## config.mk

```make
export PLATFORM = sky130hd
export DESIGN_NAME = mcycle_arbiter_flat
export DESIGN_NICKNAME = d
export VERILOG_FILES = /design/src/rtl/mcycle_arbiter_pkg.sv /design/src/rtl/mcycle_arbiter_if.sv /design/src/rtl/mcycle_arbiter_rr_arb2.sv /design/src/rtl/mcycle_arbiter.sv /design/src/flat_wrapper.sv
export SDC_FILE = /design/constraint.sdc
export NUM_CORES = 1
export LEC_CHECK = 0
export CAP_MARGIN = 20
export CORE_MARGIN = 5
export CORE_UTILIZATION = 44
export CTS_BUF_LIST = sky130_fd_sc_hd__clkbuf_4 sky130_fd_sc_hd__clkbuf_8 sky130_fd_sc_hd__clkbuf_16
export DETAILED_ROUTE_END_ITERATION = 12
export PLACE_DENSITY = 0.89
export SYNTH_ARGS = -nofsm -noshare
export SYNTH_HDL_FRONTEND = slang
export SYNTH_SLANG_ARGS = --single-unit
```

## constraint.sdc

```tcl
create_clock -name clk -period 1.89 [get_ports clk]
set_clock_uncertainty 0.05 [all_clocks]
set_input_delay 0.2835 -clock clk [delete_from_list [all_inputs] [get_ports clk]]
set_output_delay 0.2835 -clock clk [all_outputs]
set_load 0.01 [all_outputs]
```

## src/rtl/mcycle_arbiter_pkg.sv

```systemverilog
// mcycle_arbiter_pkg
//   Shared definitions for the MCycle arbiter slice.
//   - mc_op_e : MCycleOp encodings understood by the multi-cycle unit
//   - state_e : arbiter sequencer states
package mcycle_arbiter_pkg;

  typedef enum logic [1:0] {
    MC_SMUL = 2'b00,
    MC_UMUL = 2'b01,
    MC_SDIV = 2'b10,
    MC_UDIV = 2'b11
  } mc_op_e;

  typedef enum logic [2:0] {
    ST_IDLE      = 3'd0,
    ST_ISSUE     = 3'd1,
    ST_WAIT_BUSY = 3'd2,
    ST_WAIT_DONE = 3'd3,
    ST_RESP      = 3'd4
  } state_e;

endpackage

```

## src/rtl/mcycle_arbiter_if.sv

```systemverilog
// mcycle_arbiter_if
//   One requester's link to the arbiter: a request channel (valid/ready with
//   op and operands) and a response-handshake pair (valid/ready).  The result
//   data itself travels on the arbiter's shared rsp_r1/rsp_r2/rsp_err ports.
//   Modports:
//     master : the requester (drives request fields and rsp_ready)
//     slave  : the arbiter   (drives req_ready and rsp_valid)
interface mcycle_arbiter_if
  import mcycle_arbiter_pkg::*;
#(
  parameter int WIDTH = 4
);

  logic             req_valid;
  mc_op_e           req_op;
  logic [WIDTH-1:0] req_a;
  logic [WIDTH-1:0] req_b;
  logic             req_ready;
  logic             rsp_valid;
  logic             rsp_ready;

  modport master (
    output req_valid, req_op, req_a, req_b, rsp_ready,
    input  req_ready, rsp_valid
  );

  modport slave (
    input  req_valid, req_op, req_a, req_b, rsp_ready,
    output req_ready, rsp_valid
  );

endinterface

```

## src/rtl/mcycle_arbiter_rr_arb2.sv

```systemverilog
// rr_arb2
//   Combinational two-way round-robin grant.
//   Ports:
//     valid0, valid1 : requests
//     last_grant     : id of the requester granted most recently
//     gnt0, gnt1     : one-hot (or zero) grant
//   A lone request is always granted; on a tie the requester that was not
//   granted last time wins.
module rr_arb2 (
  input  logic valid0,
  input  logic valid1,
  input  logic last_grant,
  output logic gnt0,
  output logic gnt1
);

  assign gnt0 = valid0 & (~valid1 | last_grant);
  assign gnt1 = valid1 & (~valid0 | ~last_grant);

endmodule

```

## src/rtl/mcycle_arbiter.sv

```systemverilog
// mcycle_arbiter
//   Shares one multi-cycle multiply/divide unit (MCycle) between two
//   requesters.  A request is accepted in IDLE, issued to MCycle, and the
//   results are returned to the requester that issued it.
//   Ports:
//     clk, rst_n          : clock, asynchronous active-low reset
//     req0, req1          : requester links (request + response handshake)
//     rsp_r1, rsp_r2      : captured Result1/Result2, shared by both links
//     rsp_err             : result aborted by timeout (r1/r2 forced to 0)
//     mc_start, mc_op,
//     mc_op1, mc_op2      : command to MCycle
//     mc_result1/2,
//     mc_busy             : status/results from MCycle
//   TIMEOUT must be at least 4.
module mcycle_arbiter
  import mcycle_arbiter_pkg::*;
#(
  parameter int WIDTH   = 4,
  parameter int TIMEOUT = 64
) (
  input  logic             clk,
  input  logic             rst_n,
  mcycle_arbiter_if.slave  req0,
  mcycle_arbiter_if.slave  req1,
  output logic [WIDTH-1:0] rsp_r1,
  output logic [WIDTH-1:0] rsp_r2,
  output logic             rsp_err,
  output logic             mc_start,
  output mc_op_e           mc_op,
  output logic [WIDTH-1:0] mc_op1,
  output logic [WIDTH-1:0] mc_op2,
  input  logic [WIDTH-1:0] mc_result1,
  input  logic [WIDTH-1:0] mc_result2,
  input  logic             mc_busy
);

  localparam int CW = $clog2(TIMEOUT + 1);

  state_e        state;
  logic          last_grant;
  logic          gid;
  logic [1:0]    rsp_valid_q;
  logic [CW-1:0] tcount;
  logic          gnt0;
  logic          gnt1;

  rr_arb2 u_rr_arb2 (
    .valid0     (req0.req_valid),
    .valid1     (req1.req_valid),
    .last_grant (last_grant),
    .gnt0       (gnt0),
    .gnt1       (gnt1)
  );

  // Ready is only offered in IDLE.  It is also masked by reset so that every
  // output reads 0 while reset is held, even with a request pending.
  assign req0.req_ready = rst_n & (state == ST_IDLE) & gnt0;
  assign req1.req_ready = rst_n & (state == ST_IDLE) & gnt1;

  assign req0.rsp_valid = rsp_valid_q[0];
  assign req1.rsp_valid = rsp_valid_q[1];

  // Sequencer.  Command outputs are latched at acceptance and held until the
  // next grant, so MCycle sees stable operands for the whole transaction.
  // mc_start is raised on acceptance and held until MCycle reports Busy,
  // which guarantees MCycle has seen it exactly once.  The timeout counter
  // starts at WAIT_BUSY entry; the abort fires on its TIMEOUT-th cycle so the
  // error response appears TIMEOUT cycles after WAIT_BUSY entry.  A result
  // that completes on the same cycle as the timeout is still delivered.
  always_ff @(posedge clk or negedge rst_n) begin
    if (!rst_n) begin
      state       <= ST_IDLE;
      last_grant  <= 1'b1;
      gid         <= 1'b0;
      mc_start    <= 1'b0;
      mc_op       <= MC_SMUL;
      mc_op1      <= '0;
      mc_op2      <= '0;
      rsp_r1      <= '0;
      rsp_r2      <= '0;
      rsp_err     <= 1'b0;
      rsp_valid_q <= 2'b00;
      tcount      <= '0;
    end else begin
      case (state)
        ST_IDLE: begin
          if (gnt0 || gnt1) begin
            gid        <= gnt1;
            last_grant <= gnt1;
            mc_op      <= gnt1 ? req1.req_op : req0.req_op;
            mc_op1     <= gnt1 ? req1.req_a  : req0.req_a;
            mc_op2     <= gnt1 ? req1.req_b  : req0.req_b;
            mc_start   <= 1'b1;
            state      <= ST_ISSUE;
          end
        end
        ST_ISSUE: begin
          tcount <= '0;
          state  <= ST_WAIT_BUSY;
        end
        ST_WAIT_BUSY: begin
          tcount <= tcount + 1'b1;
          if (mc_busy) begin
            mc_start <= 1'b0;
            state    <= ST_WAIT_DONE;
          end
        end
        ST_WAIT_DONE: begin
          tcount <= tcount + 1'b1;
          if (!mc_busy) begin
            rsp_r1      <= mc_result1;
            rsp_r2      <= mc_result2;
            rsp_err     <= 1'b0;
            rsp_valid_q <= gid ? 2'b10 : 2'b01;
            state       <= ST_RESP;
          end else if (tcount == CW'(TIMEOUT - 1)) begin
            rsp_r1      <= '0;
            rsp_r2      <= '0;
            rsp_err     <= 1'b1;
            rsp_valid_q <= gid ? 2'b10 : 2'b01;
            state       <= ST_RESP;
          end
        end
        ST_RESP: begin
          if (gid ? req1.rsp_ready : req0.rsp_ready) begin
            rsp_valid_q <= 2'b00;
            state       <= ST_IDLE;
          end
        end
        default: begin
          state <= ST_IDLE;
        end
      endcase
    end
  end

endmodule
```

## src/flat_wrapper.sv

```systemverilog
// flat-port wrapper written by rule: the top's interface ports become plain ports
module mcycle_arbiter_flat import mcycle_arbiter_pkg::*;
#(
  parameter int WIDTH   = 4,
  parameter int TIMEOUT = 64
)
  (clk, rst_n, rsp_r1, rsp_r2, rsp_err, mc_start, mc_op, mc_op1, mc_op2, mc_result1, mc_result2, mc_busy, req0_req_valid, req0_req_op, req0_req_a, req0_req_b, req0_rsp_ready, req0_req_ready, req0_rsp_valid, req1_req_valid, req1_req_op, req1_req_a, req1_req_b, req1_rsp_ready, req1_req_ready, req1_rsp_valid);
  mcycle_arbiter_if #(.WIDTH(WIDTH)) req0_i ();
  mcycle_arbiter_if #(.WIDTH(WIDTH)) req1_i ();
  input  logic clk;
  input  logic rst_n;
  output logic [WIDTH-1:0] rsp_r1;
  output logic [WIDTH-1:0] rsp_r2;
  output logic rsp_err;
  output logic mc_start;
  output mc_op_e mc_op;
  output logic [WIDTH-1:0] mc_op1;
  output logic [WIDTH-1:0] mc_op2;
  input  logic [WIDTH-1:0] mc_result1;
  input  logic [WIDTH-1:0] mc_result2;
  input  logic mc_busy;
  input wire logic [$bits(req0_i.req_valid)-1:0] req0_req_valid;
  input wire logic [$bits(req0_i.req_op)-1:0] req0_req_op;
  input wire logic [$bits(req0_i.req_a)-1:0] req0_req_a;
  input wire logic [$bits(req0_i.req_b)-1:0] req0_req_b;
  input wire logic [$bits(req0_i.rsp_ready)-1:0] req0_rsp_ready;
  output wire logic [$bits(req0_i.req_ready)-1:0] req0_req_ready;
  output wire logic [$bits(req0_i.rsp_valid)-1:0] req0_rsp_valid;
  input wire logic [$bits(req1_i.req_valid)-1:0] req1_req_valid;
  input wire logic [$bits(req1_i.req_op)-1:0] req1_req_op;
  input wire logic [$bits(req1_i.req_a)-1:0] req1_req_a;
  input wire logic [$bits(req1_i.req_b)-1:0] req1_req_b;
  input wire logic [$bits(req1_i.rsp_ready)-1:0] req1_rsp_ready;
  output wire logic [$bits(req1_i.req_ready)-1:0] req1_req_ready;
  output wire logic [$bits(req1_i.rsp_valid)-1:0] req1_rsp_valid;
  assign req0_i.req_valid = req0_req_valid;
  assign req0_i.req_op = req0_req_op;
  assign req0_i.req_a = req0_req_a;
  assign req0_i.req_b = req0_req_b;
  assign req0_i.rsp_ready = req0_rsp_ready;
  assign req0_req_ready = req0_i.req_ready;
  assign req0_rsp_valid = req0_i.rsp_valid;
  assign req1_i.req_valid = req1_req_valid;
  assign req1_i.req_op = req1_req_op;
  assign req1_i.req_a = req1_req_a;
  assign req1_i.req_b = req1_req_b;
  assign req1_i.rsp_ready = req1_rsp_ready;
  assign req1_req_ready = req1_i.req_ready;
  assign req1_rsp_valid = req1_i.rsp_valid;
  mcycle_arbiter #(.WIDTH(WIDTH), .TIMEOUT(TIMEOUT)) u_core (.clk(clk), .rst_n(rst_n), .req0(req0_i), .req1(req1_i), .rsp_r1(rsp_r1), .rsp_r2(rsp_r2), .rsp_err(rsp_err), .mc_start(mc_start), .mc_op(mc_op), .mc_op1(mc_op1), .mc_op2(mc_op2), .mc_result1(mc_result1), .mc_result2(mc_result2), .mc_busy(mc_busy));
endmodule
```

After elaboration in Yosys (flattened, before gate mapping) --
Cells that the tools add are included.
Word-level totals: register bits after elaboration 34, output and inout port bits 24
Operators by class: add/subtract/negate cells 1, equality and inequality tests 10, muxes and demuxes 24, bitwise operators 10, reductions and logical operators 11
Operators by type and width (number):
- two-way mux 4 bit | 5
- two-way mux 3 bit | 5
- one-hot mux 3 bit (5 select lines) | 1
- one-hot mux 7 bit (2 select lines) | 1
- two-way mux 2 bit | 5
- adder 7 x 1 -> 7 bit (second input constant) | 1
- equality test 7 x 6 -> 1 bit (second input constant) | 1
- equality test 3 x 2 -> 1 bit (second input constant) | 2
- AND reduction 3 bit | 2
- nonzero test 2 bit | 3
- bitwise AND 1 bit | 5
- two-way mux 1 bit | 5
- inequality test 2 x 1 -> 1 bit (second input constant) | 2
- inequality test 2 bit (second input constant) | 2
- one-hot mux 2 bit (2 select lines) | 1
- AND reduction 2 bit | 2
- AND reduction 4 bit | 1
- equality test 3 x 1 -> 1 bit (second input constant) | 1
- equality test 3 bit (second input constant) | 1
- logical NOT 3 bit | 1
- inequality test 3 x 2 -> 1 bit (second input constant) | 1
- NOT 1 bit | 3
- bitwise OR 1 bit | 2
- one-hot mux 1 bit (2 select lines) | 1
- other kinds (2) | 2

Longest topological paths before layout --
Gate-level depths: netlist of the first run.
depth after elaboration 6, gate-level depth with buffers 6

By module --
Synthesis of the first run repeated with hierarchy kept, for this count alone.
Unflattened totals: cells, all modules 149, area, all modules 1604.0 sq um
Modules (own cells, without submodules):
- mcycle_arbiter | instances 1, cells an instance 146, area each 1585.3 sq um
- rr_arb2 | instances 1, cells an instance 3, area each 18.8 sq um

Worst setup path after synthesis of the first run --
OpenSTA, ideal clock, no wires.
path type register to register, start point register u_core.tcount[0], end point register u_core.tcount[6], setup time 0.121 ns, arrival time 1.348 ns, data required time 1.719 ns, slack 0.371 ns, cell stages (with the launch flop) 6, path through dfrtp_1 > ha_1 > and4_1 > nand2_1 > mux2_4 > a22o_1
On the way: cells in the longest elaborated chain, start to end 2
RTL lines:
- from (decl) | RTL line mcycle_arbiter.sv:43 | logic [CW-1:0] tcount;
- from (signal assigned) | RTL line mcycle_arbiter.sv:102 | tcount <= tcount + 1'b1;
- from (signal assigned) | RTL line mcycle_arbiter.sv:109 | tcount <= tcount + 1'b1;
- adder 7 x 1 -> 7 bit | RTL line mcycle_arbiter.sv:102, mcycle_arbiter.sv:109
- one-hot mux 7 bit (2 select lines) | RTL line mcycle_arbiter.sv:85 | case (state)
Every way passes these cells. A chain may end at the register's enable or synchronous reset.

Worst setup path after layout of the first run --
start point register u_core.state[2], end point output req0_req_ready
On the way: cells in the longest elaborated chain, start to end 3
RTL lines:
- from (decl) | RTL line mcycle_arbiter.sv:39 | state_e state;
- from (signal assigned) | RTL line mcycle_arbiter.sv:72 | state <= ST_IDLE;
- from (signal assigned) | RTL line mcycle_arbiter.sv:94 | state <= ST_ISSUE;
- from (signal assigned) | RTL line mcycle_arbiter.sv:99 | state <= ST_WAIT_BUSY;
- logical NOT 3 bit | RTL line mcycle_arbiter.sv:57 | assign req0.req_ready = rst_n & (state == ST_IDLE) & gnt0;
- bitwise AND 1 bit (2 in a row) | RTL line mcycle_arbiter.sv:57
- to (decl) | RTL line flat_wrapper.sv:27 | output wire logic [$bits(req0_i.req_ready)-1:0] req0_req_ready;
Every way passes these cells.

==> flow_metrics.tcl, run 1 <==
set metrics [dict create \
    min-delay-path-class "reg -> reg" \
    placement.io_buffers 58 \
    grt_pass1_wl_um 6270 \
    synth.yosys.warnings 0 \
    die_w_um 71.0 \
    globalRouteOverflowTotal 0 \
    grt_start_max_net_pins 22 \
    irDropWorstVdd_mv 0.650 \
    core_area_mm2 0.00363 \
    insertedDiodeCount 0 \
    outcome "complete, no violations" \
    netSwitchingFraction_pct 35.1 \
    synth_top_family_by_area "compound AO/OA/AOI/OAI gates" \
    power_frac_seq_pct 37.5 \
    drt_pre_antenna_iters 4 \
    post_synth_mux_area_share_pct 8.42 \
    ys_seq_area_share_pct 52.1 \
    multiInputGateArea_um2 722 \
    critPathRequiredTime_ps 1560 \
    dominantRegCellSynth "dfrtp_1" \
    synth_area_mm2 0.00164 \
    drcViolationCount 0 \
    route.antenna.remaining_nets 0 \
    tritoncts "built" \
    worstMarginPinSlew_ps 356 \
    post-route-util_pct 65.9 \
    grt_use_total_pct 15.8 \
    register_area_um2 852 \
    initial_utilization_pct 45.0 \
    clock_power_share_pct 14.8 \
    synth_fp_nets 188 \
    die-area_mm2 0.00504 \
    finalMaxSlewViolations 0 \
    period_share_pct 91.1 \
    synth_edf_count 0 \
    ctsHtreeMaxLevel 2 \
    worst-setup-path-type "reg -> out" \
    nature_of_the_critical_path_endpoint "primary output" \
    ios 59 \
    postSynthAreaPerCell_um2 10.8 \
    max_cap_violations 0 \
    number_of_antenna_violations_at_the_first_check_in_global_routing 0 \
    finalWeightedCongestion 0.811 \
    report.final.hold_viol_count 0 \
    period_needed_ps 1720 \
    tritoncts_num_sinks 34 \
    critical_path_arrival_ps 1390 \
    post_drt_wl_per_cell_um 14.3 \
    layout-area-overhead-vs-synth_pct 46.4 \
    drt-total-wl_um 3840 \
    hpwl_um 2900 \
    count_of_final_setup_violators 0 \
    die-height_um 71.0 \
    grt_setup_unrepaired "false" \
    worst_slew_margin_rel_pct 76.3 \
    post_synth_num_cell_types 40 \
    drt-vias-per-instance 5.26 \
    max_clock_freq_mhz 581 \
    clock_buffer_depth 2 \
    int_pwr_mw 2.24 \
    first_global_vias 1397 \
    comb_power_share_pct 47.7 \
    synth_simple_gate_area_share_pct 17.3 \
    fraction_of_layout_cells_with_a_size_suffix_above_1_pct 14.0 \
    nets 258 \
    synth_compound_area_share_pct 17.7 \
    detailroute.via_count 1416 \
    first_iter_violations 59 \
    number_of_instances_in_the_synthesized_netlist 152 \
    p_leak_nw 1.04 \
    start_kind "flip-flop" \
    proportion_of_synthesized_flip_flops_having_asynchronous_set_or_reset_pct 100 \
    clkLatencyLatePin_ps 270 \
    std_cell_rows 22 \
    yosys_register_bits 34 \
    whs_ps 440 \
    filler_cell_count 312 \
    clock-root-buffer "clkbuf_8" \
    synthXorXnorAreaFrac_pct 0 \
    cts_made_buffers 5 \
    crit_path_max_fanout 2 \
    pwr_density_cell_mw_per_mm2 1440 \
    cts.reportedPaths.clkPinSlew_ps 60 \
    post_synth_fa_ha_maj_area_fraction_pct 0.765 \
    switching_power_mw 1.21 \
]
==> through the flow <==
stage,instance area [µm²],power [mW],TNS (ps),worst slack (ps),instances
floorplan,1640,2.20,0,371,152
global placement,2280,2.85,-109,-109,259
detailed placement,2280,2.92,-116,-116,259
CTS,2400,3.49,0,54.3,269
global route,2390,3.69,0,87.7,269
finish,2390,3.45,0,168,269
==> cells in the final DEF, fill, tap and decap left out, drive strengths merged, types with 2 or more instances in the layout <==
cell	count
a21o	2
a21oi	14
a22o	13
a31oi	2
buf	13
clkbuf	7
clkdlybuf4s50	55
dfrtp	33
inv	2
mux2	3
mux2i	10
nand2	8
nand3	3
nor2	21
nor2b	3
nor3	6
o21ai	6
o22ai	2
or2	2
==> repair_timing <==
action | in CTS | in global routing
buffers inserted | 3 | 0
setup endpoints to repair | 2 | 1
pin swaps | 1 | 0
hold buffers | 1 | 0
resized for setup | 2 | 2
hold endpoints to repair | 33 | 0
==> worst max-delay path, cell delays in order (launching register included) <==
cell           delay [ps]
dfrtp_1               420
nor3_4                240
o2111a_1              200
dlygate4sd2_1         260
==> power by group through the flow <==
| stage | clock (mW) | combinational (mW) | sequential (mW) |
|---|---|---|---|
| floorplan | 0 | 0.839 | 1.36 |
| global placement | 0 | 1.57 | 1.28 |
| detailed placement | 0 | 1.61 | 1.30 |
| CTS | 0.523 | 1.67 | 1.29 |
| global route | 0.547 | 1.81 | 1.34 |
| finish | 0.510 | 1.64 | 1.29 |
==> layer usage <==
layer  global-route usage, %  vias up  share of wire [%]
li1                        -      689                  -
met1                    18.3      649                 38
met2                    26.1       70                 48
met3                    5.97        8                 11
met4                    6.89        0                1.9
met5                       0        -                  0
==> flip-flops by register name (all words and copies together), names as in the netlist, 2 cells and up <==
signal and cells:
u_core.rsp_r2 4, u_core.rsp_valid_q 2, u_core.mc_op2 4, u_core.state 3, u_core.mc_op 2, u_core.mc_op1 4, u_core.tcount 7, u_core.rsp_r1 4
==> kinds of logic (layout without fill, tap and decap cells) <==
family	after synthesis	after routing
simple gates	52	52
mux	13	13
flops	34	34
buf+inv	10	79
compound gates	42	42
fa+ha+maj	1	1
==> worst paths after layout <==
kind,startpoint,end,slack [ps],depth (start not counted)
setup / recovery,u_core.state[2],req0_req_ready,170,3
hold / removal,u_core.gid,u_core.rsp_valid_q[0],440,1
setup reg to reg,u_core.tcount[0],u_core.rsp_r2[2],240,5
hold reg to reg,u_core.gid,u_core.rsp_valid_q[0],440,1
max in group asynchronous,rst_n,u_core.last_grant,1020,3
min in group asynchronous,rst_n,u_core.rsp_r2[3],460,3
==> cells in the mapped netlist, drive strengths merged (2+ instances only) <==
cell type | number | area (µm²)
a21o | 2 | 15.0
a21oi | 14 | 73.8
a22o | 13 | 114
a31oi | 2 | 12.5
buf | 8 | 53.8
dfrtp | 33 | 826
inv | 2 | 7.51
mux2 | 3 | 37.5
mux2i | 10 | 100
nand2 | 8 | 30.0
nand3 | 3 | 27.5
nor2 | 21 | 78.8
nor2b | 3 | 18.8
nor3 | 6 | 46.3
o21ai | 6 | 33.8
o22ai | 2 | 12.5
or2 | 2 | 12.5
==> final cells by class <==
class | instances | share of cell area, %
multi-input cells | 108 | 30.2
repair buffers | 71 | 28.0
well taps | 48 | 2.51
clock buffers | 6 | 3.45
flip-flops and latches | 34 | 35.6
inverters | 2 | 0.314
(Power assumes the default switching activity.)
==> run 2, diff against run 1 <==
Settings changed: CORE_ASPECT_RATIO set to 0.6, REMOVE_ABC_BUFFERS set to 1.
==> run 2 against run 1 <==
Effect of this change: critical path depth is 1 higher; setup slack worse by 90 ps; cell count is 0.37% lower; critical endpoint unchanged; via count is 1.8% lower; final area hardly changed; power is 1.1% higher; sequential power hardly changed; clock power is 9.0% higher.
==> flow_metrics.tcl, run 2 (same netlist as run 1, synthesis figures left out) <==
set metrics [dict create \
    first_iter_violations 112 \
    tritoncts "built" \
    die-height_um 57.2 \
    globalRouteOverflowTotal 0 \
    netSwitchingFraction_pct 35.4 \
    period_share_pct 95.9 \
    registers.top_by_ff_count "u_core.tcount" \
    ctsHtreeMaxLevel 2 \
    layout-area-overhead-vs-synth_pct 46.3 \
    drcViolationCount 0 \
    placement.io_buffers 58 \
    p_total_mw 3.49 \
    hpwl_um 2980 \
    crit_path_max_fanout 2 \
    grt_use_total_pct 16.9 \
    finalNonFillerCells 268 \
    timing.reg2reg.worst_path_depth 5 \
    clock-root-buffer "clkbuf_8" \
    critical_path_arrival_ps 1480 \
    power_frac_seq_pct 37.1 \
    initial_utilization_pct 45.2 \
    pwr_density_cell_mw_per_mm2 1460 \
    layout.cells.most_common "clkdlybuf4s50_1" \
    placement.setup.worst_slack_ps -91.2 \
    largest_reg_flops 7 \
    switching_power_mw 1.23 \
    post_drt_wl_per_cell_um 14.6 \
    nets 256 \
    finalMaxSlewViolations 0 \
    outcome "complete, no violations" \
    path_cells "nor3_4, buf_4, o2111a_1, clkdlybuf4s15_1" \
    reg2reg_slack_ps 260 \
    tritoncts_num_sinks 34 \
    critical_path.reg2reg.startpoint "u_core.tcount[0]" \
    die_w_um 88.7 \
    report.final.hold_viol_count 0 \
    int_pwr_mw 2.26 \
    finalWorstSetupSlack_ps 77.6 \
    die-area_mm2 0.00508 \
    p_leak_nw 1.04 \
    critPathRequiredTime_ps 1560 \
    drt-vias-per-instance 5.19 \
    worst_slew_margin_rel_pct 73.1 \
    fraction_of_layout_cells_with_a_size_suffix_above_1_pct 14.0 \
    grt_setup_unrepaired "false" \
    grt_start_max_net_pins 35 \
    regToRegEndpoint "u_core.rsp_r1[0]" \
    cts.reportedPaths.clkPinSlew_ps 70 \
    multiInputGateArea_um2 722 \
    cts_made_buffers 5 \
    clkLatencyLatePin_ps 280 \
    finalWeightedCongestion 0.812 \
    nature_of_the_critical_path_endpoint "primary output" \
    max_clock_freq_mhz 552 \
    std_cell_rows 17 \
    worst-setup-path-type "reg -> out" \
    post_cts_hold_buffer_count 0 \
    drt-total-wl_um 3920 \
    clock_buffer_depth 2 \
    filler_cell_count 304 \
    final_cell_mix "clkdlybuf4s50_1, dfrtp_1, nor2_1" \
    slowest_delay_ps 410 \
    setup.worst_path.end "req0_req_ready" \
    period_needed_ps 1810 \
    route.antenna.remaining_nets 0 \
    irDropWorstVdd_mv 0.710 \
    core_area_mm2 0.00362 \
    drt_pre_antenna_iters 4 \
    comb_power_share_pct 46.9 \
    start_kind "flip-flop" \
    ios 59 \
    insertedDiodeCount 0 \
    count_of_final_setup_violators 0 \
    first_global_vias 1410 \
    register_area_um2 852 \
    clock_power_share_pct 15.9 \
    dp.cells 259 \
    setup.worst_path.start "u_core.state[2]" \
    max_cap_violations 0 \
    min-delay-path-class "in -> async" \
    grt_pass1_wl_um 6610 \
    detailroute.via_count 1390 \
    worstMarginPinSlew_ps 403 \
    slowest_stage "dfrtp_1" \
    number_of_antenna_violations_at_the_first_check_in_global_routing 0 \
]
run 2: power by group through the flow:
stage	registers (mW)	clock network, mW	logic (mW)
after CTS	1.29	0.571	1.65
after floorplan	1.42	0	0.698
after global routing	1.35	0.607	1.82
after detailed placement	1.30	0	1.63
after global placement	1.28	0	1.59
final	1.29	0.556	1.64
run 2: area by class of cell:
class,count,area share (%)
clock buffers,7,3.77
clock inverters,1,0.209
inverters,2,0.314
multi-input cells,108,30.2
flip-flops and latches,34,35.6
well taps,47,2.46
repair buffers,69,27.5
run 2: layer usage:
layer	vias up	share of wire (%)	wire length (µm)	global-route usage (%)
met5	-	0	0	0
met4	0	0.36	14	5.17
met3	2	11	448	7.36
met2	58	43	1680	23.9
met1	640	45	1770	23.4
li1	690	-	-	-
run 2: through the flow:
stage | hold WS, ps | utilization, % | TNS (ps) | cell area [µm²]
CTS | 23.5 | 66.1 | 0 | 2390
global placement | 325 | 63.4 | -57.3 | 2290
detailed placement | 328 | 63.4 | -91.2 | 2290
global route | 49.7 | 66.2 | 0 | 2390
finish | 7.22 | 66.2 | 0 | 2390
floorplan | -62.1 | - | 0 | 1580
run 2: worst max-delay path: cells and delay by family, from the launching register on:
family	cells	cell delay, ps
buffers and inverters	2	390
flip-flops	1	410
AND/OR/NAND/NOR	1	220
AO/OA/AOI/OAI	1	180
run 2: worst min path at each step:
| stage | startpoint | end | depth (start not counted) |
|---|---|---|---|
| after floorplan | rst_n | u_core.gid | 0 |
| after global placement | rst_n | u_core.mc_op1[3] | 2 |
| after detailed placement | rst_n | u_core.mc_op1[3] | 2 |
| after CTS | rst_n | u_core.tcount[5] | 2 |
| after global routing | rst_n | u_core.state[0] | 2 |
| final | rst_n | u_core.tcount[5] | 2 |
run 2: repair_timing:
item,CTS,global route
buffers inserted,1,0
pin swaps,1,0
setup endpoints to repair,2,1
gates resized for setup,2,1
==> run 3, diff against run 2 <==
Clock period 1.89 ns to 1.8 ns, I/O delays scaled along.
==> run 3 against run 2 <==
Effect of this change: register-to-register slack got worse by 120 ps; utilization grew 0.24 points; combinational power up 6%; routed wire length rose by 6.1%; first-iteration DRC count is 49% lower; setup slack better by 6.7 ps; clock power is 6.8% higher; sequential power is 6% higher; cell count rose by 0.37%; count of clock-buffer cells in the layout down 1; die area did not move; sequential share of layout area shrank 0.13 points; critical path type is now in -> out; critical endpoint is now req1_req_ready.
==> flow_metrics.tcl, run 3 (same netlist as run 1, synthesis figures left out) <==
set metrics [dict create \
    filler_cell_count 292 \
    route.antenna.remaining_nets 0 \
    worstMarginPinSlew_ps 404 \
    whs_ps 457 \
    outcome "complete, no violations" \
    p_leak_nw 1.04 \
    final_cell_mix "clkdlybuf4s50_1, dfrtp_1, nor2_1" \
    regToRegEndpoint "u_core.rsp_r1[1]" \
    final_design_area_no_fill_mm2 0.00240 \
    min-delay-path-class "reg -> reg" \
    ctsHtreeMaxLevel 2 \
    drcViolationCount 0 \
    worst_slew_margin_rel_pct 73.1 \
    drt_pre_antenna_iters 4 \
    finalWeightedCongestion 0.811 \
    clock_power_share_pct 16.0 \
    netSwitchingFraction_pct 36.4 \
    max_clock_freq_mhz 583 \
    placement.io_buffers 58 \
    number_of_antenna_violations_at_the_first_check_in_global_routing 0 \
    max_cap_violations 0 \
    nets 257 \
    grt_start_max_net_pins 35 \
    hold_path_startpoint "u_core.rsp_r2[3]" \
    clkLatencyLatePin_ps 290 \
    reg2reg_slack_ps 140 \
    report.final.hold_viol_count 0 \
    ios 59 \
    critical_path_arrival_ps 1400 \
    die-area_mm2 0.00508 \
    postPlaceCellArea_mm2 0.00229 \
    die-height_um 57.2 \
    globalRouteOverflowTotal 0 \
    finalWorstSetupSlack_ps 84.2 \
    std_cell_rows 17 \
    irDropWorstVdd_mv 0.808 \
    hold_path_depth 1 \
    finalMaxSlewViolations 0 \
    power_frac_seq_pct 37.0 \
    clock-root-buffer "clkbuf_8" \
    core_area_mm2 0.00362 \
    drt-total-wl_um 4160 \
    post-route-util_pct 66.4 \
    int_pwr_mw 2.36 \
    cts_made_buffers 5 \
    critical_path.reg2reg.startpoint "u_core.tcount[1]" \
    period_needed_ps 1720 \
    die_w_um 88.7 \
    cts.reportedPaths.clkPinSlew_ps 70 \
    first_global_vias 1395 \
    detailroute.via_count 1403 \
    timing.reg2reg.worst_path_depth 5 \
    switching_power_mw 1.35 \
    grt_use_total_pct 17.8 \
    registers.top_by_ff_count "u_core.tcount" \
    period_share_pct 95.3 \
    clock_buffer_depth 2 \
    hpwl_um 3160 \
    crit_path_max_fanout 3 \
    drt-vias-per-instance 5.22 \
    largest_reg_flops 7 \
    count_of_final_setup_violators 0 \
    tritoncts "built" \
    comb_power_share_pct 47.0 \
    grt_setup_unrepaired "false" \
    first_iter_violations 57 \
    start_kind "input pin" \
    pwr_density_cell_mw_per_mm2 1540 \
    nature_of_the_critical_path_endpoint "primary output" \
    insertedDiodeCount 0 \
    fraction_of_layout_cells_with_a_size_suffix_above_1_pct 14.4 \
    grt_pass1_wl_um 6780 \
    worst-setup-path-type "in -> out" \
    post_drt_wl_per_cell_um 15.5 \
    initial_utilization_pct 45.2 \
    layout.cells.most_common "clkdlybuf4s50_1" \
    placement.setup.worst_slack_ps -146 \
    layout-area-overhead-vs-synth_pct 46.8 \
    critPathRequiredTime_ps 1480 \
    whs_endpoint "u_core.rsp_r2[3]" \
    tritoncts_num_sinks 34 \
]
## run 3: final cells by class
type                       count  area (µm²)  share of cell area, %
sequential                    34         852                   35.5
multi-input combinational    108         722                   30.1
timing repair buffer          70         666                   27.7
clock buffer                   6        82.6                   3.44
tap                           47        58.8                   2.45
clock inverter                 2        12.5                  0.521
inverter                       2        7.51                  0.313
## run 3: power groups by stage
stage	combinational (mW)	sequential [mW]	clock, mW
after global placement	1.67	1.35	0
final	1.74	1.37	0.594
after detailed placement	1.73	1.37	0
after global routing	1.91	1.43	0.643
after CTS	1.76	1.37	0.607
after floorplan	0.733	1.49	0
## run 3: worst max-delay path: stages
cell and delay [ps]:
dlygate4sd3_1 560, buf_2 150, and3_1 140, dlygate4sd2_1 280
## run 3: timing repair
| action | in CTS | in global routing |
|---|---|---|
| resized for setup | 6 | 0 |
| endpoints found under the setup margin | 2 | 0 |
| hold endpoints to repair | 28 | 0 |
| setup buffers | 1 | 0 |
| hold buffers | 1 | 0 |
## run 3: worst max-delay path by stage
stage                           startpoint  depth (start not counted)  slack, ps               end
final                                rst_n                          4         80    req1_req_ready
after global routing      u_core.tcount[0]                          5         20  u_core.rsp_r1[2]
after CTS                  u_core.state[2]                          3         80    req1_req_ready
after detailed placement    req1_req_valid                          5       -150    req1_req_ready
after global placement      req1_req_valid                          5       -120    req1_req_ready
after floorplan           u_core.tcount[0]                          5        280  u_core.tcount[6]
## run 3: metrics by stage
stage                     instances  power, mW  setup TNS [ps]
after floorplan                 144       2.22               0
after global placement          259       3.02            -137
after detailed placement        259       3.11            -452
after CTS                       269       3.74               0
after global routing            269       3.98               0
final                           269       3.71               0
## run 3: metal layers
metal,track usage (%),vias to the layer above,share of wire (%)
met2,25.5,59,44
met4,4.31,0,0.70
met1,23.9,653,44
met5,0,-,0
met3,9.24,3,11
li1,-,688,-
==> variant 1 (settings of run 2) <==
Re-encode `state_e` (5 states) as Gray code, 3 bits wide.
--- a/src/rtl/mcycle_arbiter_pkg.sv
+++ b/src/rtl/mcycle_arbiter_pkg.sv
@@ -12,11 +12,11 @@
   } mc_op_e;
 
   typedef enum logic [2:0] {
-    ST_IDLE      = 3'd0,
-    ST_ISSUE     = 3'd1,
-    ST_WAIT_BUSY = 3'd2,
-    ST_WAIT_DONE = 3'd3,
-    ST_RESP      = 3'd4
+    ST_IDLE      = 3'b000,
+    ST_ISSUE     = 3'b001,
+    ST_WAIT_BUSY = 3'b011,
+    ST_WAIT_DONE = 3'b010,
+    ST_RESP      = 3'b110
   } state_e;
 
 endpackage
Check against the original RTL: no difference found for any inputs over 10 cycles, from zero or initial values and one cycle with rst_n low; not proved beyond that.
==> variant 1 against run 2 <==
- global-route usage decreased by 0.084 points
- setup slack gained 6.3 ps
- routed wire length rose by 7.6%
- critical path depth stayed put
- sequential share of layout area down 1.7 points
- first-iteration DRC count down 36%
- final area up 4.9%
- area after synthesis rose by 5.3%
- sequential cell count unchanged
- synthesized cell count is 2.0% lower
- power up 9.2%
- largest cell class unchanged
==> variant 1: results (changes against run 2) <==
- Worst r2r dst: u_core.rsp_valid_q[1]
- Setup crit end: req1_req_ready
- Wire length on met1: 1950 um (+10%)
- Reg clk slew, reported paths: 70 ps (about the same)
- GRT met2 Usage: 26.4% (+2.5 points)
- Via count: 1,437 (+3.4%)
- CP peak stage delay: 490 ps (+80 ps)
- CP max FO: 2 (unchanged)
- Post-synth ARST share: 100% (unchanged)
- Clock latency at the later pin of the worst-skew pair: 280 ps (about the same)
- Slowest-stage cell, CP: clkdlybuf4s50_1
- H-tree levels: 2 (unchanged)
- R2R depth: 4 (-1)
- Synth Flop Type: dfrtp_1
- Largest register FFs: 7 (unchanged)
- Number of global-route vias before repair: 1,468 (+4.1%)
- Hold Path Stages: 1
- Top layer in use: met4
- First-pass DRT Iterations: 4 (unchanged)
- FILL cells: 283 (-6.9%)
- Synth top area cells: dfrtp_1 (48%), mux2_2 (13%), a22o_1 (4.6%), a21o_1 (3.5%), nand2_1 (2.2%)
- Initial antenna violation count: 0 (unchanged)
- HPWL Detailed: 3280 um (+10%)
- Reg2Reg Launch Point: u_core.tcount[0]
- Leakage: 1.06 nW (+2.4%)
- Cell count after synthesis: 149 (-2.0%)
- CTS root buffer: clkbuf_8
- Largest net degree at the start of global routing: 25 (-29%)
- RePlAce Congestion: 0.750 (-7.6%)
- Ratio of cells with drive above 1 in the final layout: 20.5% (+6.4 points)
- Met3 WL: 240 um (-46%)
- Largest Register: u_core.tcount
- CP Launch Point: req1_req_valid
- Ant. Diodes: 0 (unchanged)
- Status: finished clean
- Iter 0 DRT Violations: 72 (-36%)
- FF-to-FF setup slack: 150 ps (-110 ps)
- Met1 Track Usage GR: 22.6% (-0.80 points)
- Non-Filler Instances: 267 (-0.37%)
- Hold/Removal Path Class: flop to flop
- CP delay by family, top: buffers and inverters
- Seq/Total Area, Yosys: 49.5% (-2.6 points)
- Met3 GRT Util: 5.24% (-2.1 points)
- Most frequent cells after synthesis: dfrtp_1 (33), mux2_2 (20), nand2_1 (10), a22o_1 (9), a21o_1 (8)
- Worst VDD drop: 846 uV (+19%)
- CP arrival: 1470 ps
- Global-route wire length before repair: 7180 um (+8.6%)
- Met2 routed WL: 1990 um (+18%)
- Clk buf depth: 2 (unchanged)
- Total track usage: 16.8% (-0.084 points)
- Nets: 255 (-0.39%)
- Hold EP: u_core.rsp_err
- Max-slew headroom: 65.1% (-8.0 points)
- Yosys cell types: 42 (+5.0%)
- Final wirelength: 4220 um (+7.6%)
-- variant 1: cell types whose count changed after synthesis, moves of 4 or more --
cell	delta
a21oi_1	-9
a22o_1	-4
nor2_1	-18
a21o_1	+6
mux2_2	+18
mux2i_1	-9
inv_1	+4
-- variant 1: through the flow --
| step | TNS, ps | setup WS [ps] | power [mW] | cell area, um2 | hold slack (ps) |
|---|---|---|---|---|---|
| floorplan | -1890 | -188 | 2.34 | 1670 | -62.1 |
| global placement | -764 | -116 | 3.16 | 2400 | 198 |
| detailed placement | -1180 | -155 | 3.25 | 2400 | 204 |
| CTS | 0 | 95.1 | 3.85 | 2510 | 423 |
| global route | 0 | 7.83 | 4.07 | 2510 | 465 |
| finish | 0 | 83.9 | 3.81 | 2510 | 427 |
-- variant 1: where the power goes --
group	switching [mW]	leakage, nW	internal [mW]
Sequential	0.230	0.405	1.06
Clock	0.250	0.0523	0.326
Combinational	0.825	0.607	1.12
Total	1.31	1.06	2.50
-- variant 1: kinds of logic after synthesis --
family	Yosys count	synth area share (%)
simple gates	32	11.6
fa+ha+maj	1	0.727
flops	34	49.5
buf+inv	14	4.50
compound gates	47	20.0
mux	21	13.7
-- variant 1: timing repair --
action / in CTS / in global routing
hold buffers: 1 / 0
buffers inserted: 1 / 0
endpoints found under the hold margin: 33 / 0
pin swaps: 1 / 1
setup endpoints to repair: 2 / 1
gates resized for setup: 2 / 0
-- variant 1: final cells by class --
class / count / area, um2 / area share (%)
Timing Repair Buffer: 71 / 686 / 27.3
Inverter: 6 / 22.5 / 0.898
Multi-Input combinational cell: 101 / 792 / 31.6
Clock buffer: 8 / 97.6 / 3.89
Tap cell: 47 / 58.8 / 2.34
Sequential cell: 34 / 852 / 34.0
==> variant 2 (flow settings as in run 2) <==
Without the edit above. `TIMEOUT` is set to 64 in 2 places; all go to 32.
--- a/src/rtl/mcycle_arbiter.sv
+++ b/src/rtl/mcycle_arbiter.sv
@@ -16,7 +16,7 @@
   import mcycle_arbiter_pkg::*;
 #(
   parameter int WIDTH   = 4,
-  parameter int TIMEOUT = 64
+  parameter int TIMEOUT = 32
 ) (
   input  logic             clk,
   input  logic             rst_n,
--- a/src/flat_wrapper.sv
+++ b/src/flat_wrapper.sv
@@ -2,7 +2,7 @@
 module mcycle_arbiter_flat import mcycle_arbiter_pkg::*;
 #(
   parameter int WIDTH   = 4,
-  parameter int TIMEOUT = 64
+  parameter int TIMEOUT = 32
 )
   (clk, rst_n, rsp_r1, rsp_r2, rsp_err, mc_start, mc_op, mc_op1, mc_op2, mc_result1, mc_result2, mc_busy, req0_req_valid, req0_req_op, req0_req_a, req0_req_b, req0_rsp_ready, req0_req_ready, req0_rsp_valid, req1_req_valid, req1_req_op, req1_req_a, req1_req_b, req1_rsp_ready, req1_req_ready, req1_rsp_valid);
   mcycle_arbiter_if #(.WIDTH(WIDTH)) req0_i ();
Check against the original RTL: no difference found for any inputs over 10 cycles, from zero or initial values and one cycle with rst_n low; that may be too few to reach the edited logic, so the function may still have changed.
==> variant 2 against run 2 <==
- combinational power rose by 9.8%
- routed wire length rose by 8.9%
- sequential cell count down 1
- power up 3.2%
- critical endpoint unchanged
- final area is 2.9% higher
- area after synthesis increased by 3.8%
- global-route usage barely moved
- setup slack better by 9.7 ps
==> variant 2: results (changes against run 2) <==
- Comb group: 1.80 mW (+9.8%)
- Hold/Removal Path Class: input pin to flop
- Worst VDD drop: 844 uV (+19%)
- Power Density: 1460 nW/um2 (+0.25%)
- Yosys warns: 0 (unchanged)
- Synth top area cells: dfrtp_1 (47%), mux2_4 (16%), a22o_1 (6.2%), buf_6 (3.3%), mux2_2 (2.0%)
- Clk buf depth: 2 (unchanged)
- Nets: 239 (-6.6%)
- Switching Fraction: 34.2% (-1.2 points)
- CP max FO: 2 (unchanged)
- Largest net degree at the start of global routing: 33 (-5.7%)
- Leakage: 1.12 nW (+8.0%)
- Util after Layout: 66.5% (+0.37 points)
- Yosys cell types: 37 (-7.5%)
- Most frequent cells after synthesis: dfrtp_1 (32), mux2_4 (18), a22o_1 (12), nand2_1 (6)
- Iter 0 DRT Violations: 51 (-54%)
- Ratio of cells with drive above 1 in the final layout: 22.5% (+8.5 points)
- Via count: 1,328 (-4.5%)
- HPWL Detailed: 3110 um (+4.4%)
- Status: finished clean
- Final wirelength: 4270 um (+8.9%)
- Max-slew headroom: 64.6% (-8.5 points)
- Seq/Total Area, Yosys: 48.7% (-3.4 points)
- Total track usage: 16.9% (-0.031 points)
- RePlAce Congestion: 0.816 (+0.55%)
- Global-route wire length before repair: 7010 um (+6.1%)
- Clock latency at the later pin of the worst-skew pair: between 200 and 300 ps
- Clock group: 525 uW (-5.6%)
- Cell Area, Placed: 2360 um2 (+2.8%)
- Largest register FFs: 6 (-1)
-- variant 2: changes by cell type after synthesis, moves of 3 or more --
cell,run 2,this run
buf_6,1,5
a21oi_1,13,1
nor2_1,21,4
buf_2,4,1
mux2i_1,10,3
o21ai_1,2,5
inv_1,2,5
mux2_4,1,18
nor2b_1,3,0
-- variant 2: stage by stage --
step	cells	setup slack, ps
6_report	251	87.3
5_1_grt	251	8.28
4_1_cts	251	71.2
3_5_place_dp	240	-137
3_3_place_gp	240	-107
2_1_floorplan	125	164
-- variant 2: final timing paths --
path / startpoint / to / slack [ps] / depth (start not counted)
max in group asynchronous: rst_n / u_core.state[1] / 930 / 2
min: req0_req_valid / u_core.last_grant / 340 / 2
min in group asynchronous: rst_n / u_core.last_grant / 430 / 1
max reg2reg: u_core.last_grant / u_core.mc_op2[0] / 190 / 5
max: u_core.state[2] / req0_req_ready / 90 / 4
min reg2reg: u_core.rsp_r2[0] / u_core.rsp_r2[0] / 450 / 1
-- variant 2: kinds of logic after synthesis --
family	share of synthesized area, %
AOI/OAI and AO/OA	13.9
DFF	48.7
muxes	21.0
adders and majority gates	0.737
buffers and inverters	5.16
and+or+nand+nor	10.5
-- variant 2: per-layer routing --
layer | GRT usage, % | share of wire, % | up-vias
li1 | - | - | 638
met1 | 24.0 | 51 | 623
met2 | 25.0 | 42 | 59
met3 | 4.93 | 6.3 | 8
met4 | 5.10 | 0.96 | 0
met5 | 0 | 0 | -
-- variant 2: area by class of cell --
class	instances	area share, %
inverters	5	0.762
clock inverters	3	0.711
repair buffers	71	27.9
clock buffers	5	2.79
flip-flops and latches	33	33.6
well taps	47	2.39
multi-input cells	87	31.8
-- variant 2: what timing repair did --
item / in CTS / in global routing
pin swaps: 2 / 0
resized for setup: 3 / 1
endpoints found under the setup margin: 2 / 1
setup buffers: 3 / 0
